### src/rtl/tick_scheduler.sv
// tick_scheduler: shared prescaler plus N_CH programmable tick/square-wave dividers
module tick_scheduler #(
  parameter int BASE_DIV   = 100_000,
  parameter int N_CH       = 4,
  parameter int PW         = 16,
  parameter int DEF_PERIOD = 240
) (
  input  logic            clk,
  input  logic            rst,
  input  logic            run,
  input  logic            restart,
  input  logic [N_CH-1:0] ch_en,
  input  logic            cfg_we,
  input  logic [1:0]      cfg_ch,
  input  logic [PW-1:0]   cfg_period,
  output logic            cfg_ack,
  output logic            cfg_err,
  output logic            base_tick,
  output logic [N_CH-1:0] tick,
  output logic [N_CH-1:0] sq
);
  localparam int BW = $clog2(BASE_DIV);
  logic [BW-1:0] pre;
  logic wrap;
  assign wrap = run && pre == BW'(BASE_DIV - 1);
  always_ff @(posedge clk) begin
    if (rst) begin
      pre       <= '0;
      base_tick <= 1'b0;
      cfg_ack   <= 1'b0;
      cfg_err   <= 1'b0;
    end else begin
      pre       <= (restart || wrap) ? '0 : run ? pre + 1'b1 : pre;
      base_tick <= wrap && !restart;
      cfg_ack   <= cfg_we;
      cfg_err   <= cfg_we && 32'(cfg_ch) >= N_CH;
    end
  end
  for (genvar i = 0; i < N_CH; i++) begin : g_ch
    logic [PW-1:0] per, cnt;
    logic wr, adv, hit, tick_r, sq_r;
    // a config write or restart suppresses the wrap for this channel
    assign wr  = cfg_we && cfg_ch == 2'(i);
    assign adv = wrap && ch_en[i] && per != '0 && !wr && !restart;
    assign hit = adv && cnt == per - PW'(1);
    always_ff @(posedge clk) begin
      if (rst) begin
        per    <= PW'(DEF_PERIOD);
        cnt    <= '0;
        tick_r <= 1'b0;
        sq_r   <= 1'b0;
      end else begin
        per    <= wr ? cfg_period : per;
        cnt    <= (restart || wr || hit || per == '0) ? '0 : adv ? cnt + 1'b1 : cnt;
        tick_r <= hit;
        sq_r   <= restart ? 1'b0 : sq_r ^ hit;
      end
    end
    assign tick[i] = tick_r;
    assign sq[i]   = sq_r;
  end
endmodule
### config.mk
export PLATFORM = sky130hd
export DESIGN_NAME = tick_scheduler
export DESIGN_NICKNAME = d
export VERILOG_FILES = /design/src/rtl/tick_scheduler.sv
export SDC_FILE = /design/constraint.sdc
export NUM_CORES = 1
export LEC_CHECK = 0
export ABC_CLOCK_PERIOD_IN_PS = 8050
export CORE_MARGIN = 1.5
export CORE_UTILIZATION = 55
export DETAILED_ROUTE_END_ITERATION = 16
export GPL_TIMING_DRIVEN = 0
export PLACE_DENSITY_LB_ADDON = 0.15
export SYNTH_ARGS = -nofsm -noshare
export SYNTH_HDL_FRONTEND = slang
export SYNTH_SLANG_ARGS = --single-unit
### constraint.sdc
create_clock -name clk -period 8.05 [get_ports clk]
set_input_delay 1.2075 -clock clk [delete_from_list [all_inputs] [get_ports clk]]
set_output_delay 1.2075 -clock clk [all_outputs]
set_load 0.05 [all_outputs]
# Word-level counts from Yosys, hierarchy flattened
# Cells that the tools add are included.
[op_classes] bitwise=4 addsub=9 n_eq_ne=8 reduce_logical=59
[ops] operator="$add 16x1->16 const B" count=4
[ops] operator="$eq 16x16->1" count=4
[ops] operator="$logic_not 16->1" count=4
[ops] operator="$reduce_bool 16->1" count=4
[ops] operator="$sub 16x1->16 const B" count=4
[ops] operator="$logic_and 1x1->1" count=26
[ops] operator="$add 17x1->17 const B" count=1
[ops] operator="$eq 17x17->1 const B" count=1
[ops] operator="$logic_or 1x1->1" count=13
[ops] operator="$reduce_or 2->1" count=6
[ops] operator="$logic_not 1->1" count=5
[ops] operator="$eq 2x2->1 const B" count=2
[ops] operator="$xor 1x1->1" count=4
[ops] operator="$eq 2x1->1 const B" count=1
[ops] operator="$logic_not 2->1" count=1
[totals] reg_bits=155 in_bits=27

# Depth between registers and ports, before layout
[logic_depth] ltp_word=10 depth_mapped=11 ltp_nobuf=9

# Worst setup path after synthesis
# OpenSTA, ideal clock, no wires.
[synth_path] path_kind="input-to-reg" startpoint="input port run" endpoint="register g_ch[0].cnt[12]" n_path_buf=2 setup_slack_ns=4.754 arrival_ns=3.220 stages=9 path_cell_list="buf_2 > nand4_1 > or4b_1 > nor3_1 > and3_1 > clkbuf_1 > nand3_1 > or3_1 > a21boi_0"
[synth_via] elab_chain_len=9
[synth_lines] element="start: declaration" line="10" text="input logic run,"
[synth_lines] element="$logic_and 1x1->1 *" line="25" text="assign wrap = run && pre == BW'(BASE_DIV - 1);"
[synth_lines] element="$logic_and 1x1->1 * (4 in series)" line="44" text="assign adv = wrap && ch_en[i] && per != '0 && !wr && !restart;"
[synth_lines] element="$logic_and 1x1->1" line="45" text="assign hit = adv && cnt == per - PW'(1);"
[synth_lines] element="$logic_or 1x1->1 (2 in series)" line="54" text="cnt <= (restart || wr || hit || per == '0) ? '0 : adv ? cnt + 1'b1 : cnt;"
[synth_lines] element="$reduce_or 2->1 (no line)"
[synth_lines] element="end signal: assignment" line="54"
[synth_lines] element="end: declaration" line="40" text="logic [PW-1:0] per, cnt;"
# Every way passes the cells marked *; elsewhere a longest branch is shown, timed or not.
# A chain may end at the register's enable or synchronous reset.

# Worst setup path in the final report
[layout_path] startpoint="input port run" endpoint="register g_ch[0].cnt[0]"
# Same word-level chain as after synthesis.

==> results.py <==
metrics = {
    "synth": {
        "syn_inst": 1106,
        "ys_async_sr_fraction_pct": 0,
        "synthesis.area_um2": 8820,
        "yosys_register_bits": 155,
        "synth_edf_count": 0,
        "ys_seq_area_share_pct": 35.2,
        "synth_area_per_cell_um2": 7.98,
        "synth_top_area_share_pct": 35.2,
        "ys_warn_count": 0,
        "ys_types": 72,
        "yosysTopAreaCell": "dfxtp_1",
        "synth_ff_type": "dfxtp_1",
        "synth_nets": 1142,
        "netlist_top_cells_area": "dfxtp_1, xnor2_1, nand2_1",
    },
    "layout": {
        "n_fill_cell": 1438,
        "drive_gt1_share_pct": 5.47,
        "final_nets": 1193,
        "area_growth_syn_to_layout_pct": 13.6,
        "fin_util_pct": 63.6,
        "diodes": 0,
        "fin_cells": 1386,
    },
    "timing": {
        "clock_skew_ns": 0.00639,
        "tightest_slew_ns": 1.10,
        "finalSetupTns_ns": 0,
        "setup_violations": 0,
        "drv_slew": 0,
        "fin_crit_sh_pct": 48.2,
        "rsz0062_at_grt": "no",
        "fmax_mhz": 258,
        "period_minus_slack_ns": 3.88,
        "relSlewSlack_pct": 26.0,
        "hold_viol_final": 0,
    },
    "routing": {
        "vias_per_cell": 5.66,
        "drc_errors": 0,
        "drtIter0Drc": 568,
        "drtPass1Iterations": 6,
        "vias": 7851,
        "ant_nets": 0,
        "routedWlPerCell_um": 15.5,
        "routed_wl_um": 21500,
    },
    "cts": {
        "path_clk_slew_ns": 0.06,
        "cts_root_buf": "clkbuf_16",
        "post_cts_resized": 0,
        "clock_path_buffers": 2,
        "holdBufCountCts": 0,
        "worstSkewPairLatency_ns": 0.43,
        "cts_made_buffers": 17,
        "post_cts_buffers": 0,
        "htree_num_levels": 4,
        "cts_tree": "yes",
        "cts_sinks": 155,
    },
    "critical_path": {
        "critPathCaptureType": "flop",
        "required_ns": 8.41,
        "critPathKind": "in -> reg",
        "crit_fanout": 10,
        "critPathArrivalTime_ns": 4.24,
        "critPathLaunchType": "input port",
    },
    "floorplan": {
        "io_pins": 38,
        "core_um2": 15800,
        "dieHeight_um": 130,
        "dieArea_um2": 16800,
        "start_util_pct": 56.0,
        "die_w_um": 130,
        "num_rows": 46,
    },
    "global_route": {
        "grt_pass1_wl_um": 34900,
        "track_usage_pct": 26.3,
        "grt_pass1_vias": 7186,
        "antenna_found_initial": 0,
        "grt-ovfl-total": 0,
        "grt_max_degree": 17,
    },
    "run": {
        "maxCapViolCount": 0,
    },
    "worst_hold_path": {
        "worstHoldPathType": "reg -> reg",
    },
    "power": {
        "power_density_nw_per_um2": 176,
        "leakage_nw": 3.38,
        "peakVddDrop_mv": 0.161,
        "p_total_w": 0.00177,
    },
    "place": {
        "gp_congestion": 0.854,
        "hpwl_um": 15800,
        "numPortBuffers": 32,
        "place_inst": 1354,
    },
    "run_status": {
        "status": "finished, final reports clean",
    },
}
-- final cells by class --
type                    instances  area [um^2]  area share, %
clock buffers                  18          439           4.38
well taps                     216          270           2.70
clock inverters                14          171           1.71
repair buffers                 32          320           3.19
flip-flops and latches        155         3100           30.9
plain buffers                  60          277           2.76
multi-input cells             864         5340           53.3
inverters                      27          101           1.01
-- synthesized netlist by cell type (all sizes together) (18+ instances only) --
cell type and number:
nand2 185, dfxtp 155, xnor2 90, nor3 69, nor2 68, a21oi 65, xor2 56, clkbuf 42
nand3 34, nand4 34, and2 31, inv 27, nand3b 22, nor4 19, and3 18, buf 18
-- sequential cells by signal, indices dropped and copies added, names as in the netlist --
signal,count
g_ch.sq_r,4
g_ch.tick_r,4
cfg_ack,1
g_ch.cnt,64
g_ch.per,64
pre,17
base_tick,1
-- metrics by stage --
stage	hold WS, ns	area (um^2)	worst slack (ns)
6_report	0.480	10000	4.17
3_3_place_gp	0.468	9420	3.82
2_1_floorplan	0.444	8820	4.75
5_1_grt	0.514	10000	3.99
3_5_place_dp	0.467	9420	3.82
4_1_cts	0.481	10000	4.27
-- per-layer routing --
layer | vias to the layer above | track usage [%] | wire length, um
met5 | - | 0 | 0
met4 | 0 | 7.52 | 449
met3 | 39 | 5.28 | 831
met2 | 172 | 43.5 | 9990
met1 | 3680 | 35.0 | 10200
li1 | 3960 | - | -
-- path summary, 6_finish.rpt --
check                          startpoint                           to  slack, ns  cells after the start
hold / removal    g_ch[1].sq_r$_SDFF_PP0_      g_ch[1].sq_r$_SDFF_PP0_       0.48                      2
setup / recovery                      run  g_ch[0].cnt[0]$_SDFFE_PP0P_       4.17                      8
setup reg to reg      pre[0]$_SDFFE_PP0P_  g_ch[0].cnt[0]$_SDFFE_PP0P_       4.48                      8
hold reg to reg   g_ch[1].sq_r$_SDFF_PP0_      g_ch[1].sq_r$_SDFF_PP0_       0.48                      2
-- logic make-up after synthesis --
| logic type | synth area share, % |
|---|---|
| and+or+nand+nor | 33.0 |
| DFF | 35.2 |
| xor gates and xnor gates | 15.0 |
| AOI/OAI and AO/OA | 10.0 |
| buffers and inverters | 4.28 |
| muxes | 1.26 |
| adders and majority gates | 1.28 |
| other | 0.0425 |
-- cells in the final DEF (no fill, tap or decap), types with 9 or more instances in the layout --
cell and count:
clkbuf_16 17, and2_1 30, dfxtp_1 155, nand4_1 34
xnor2_1 90, clkdlybuf4s50_1 32, inv_1 27, nor3_1 67
nand3_1 34, nor4_1 16, and3_1 18, or3_1 14
nor4b_1 10, nand3b_1 22, a21oi_1 65, clkbuf_1 42
mux2i_1 10, ha_1 9, nor2_1 67, nand2_1 185
xor2_1 56, buf_4 10
-- critical path: stages --
cell	delay, ns
buf_2	0.19
nand4_1	0.09
or4b_1	0.56
nor3_1	0.87
nand3_1	0.47
clkbuf_1	0.32
or3_1	0.39
a21oi_1	0.14
-- where the power goes --
| part | leakage [nW] | switching, W | total (W) | internal (W) |
|---|---|---|---|---|
| sequential | 1.25 | 0.0000166 | 0.000796 | 0.000780 |
| combinational | 1.84 | 0.0000811 | 0.000135 | 0.0000535 |
| clock | 0.281 | 0.000340 | 0.000836 | 0.000496 |
(Power assumes the default switching activity.)
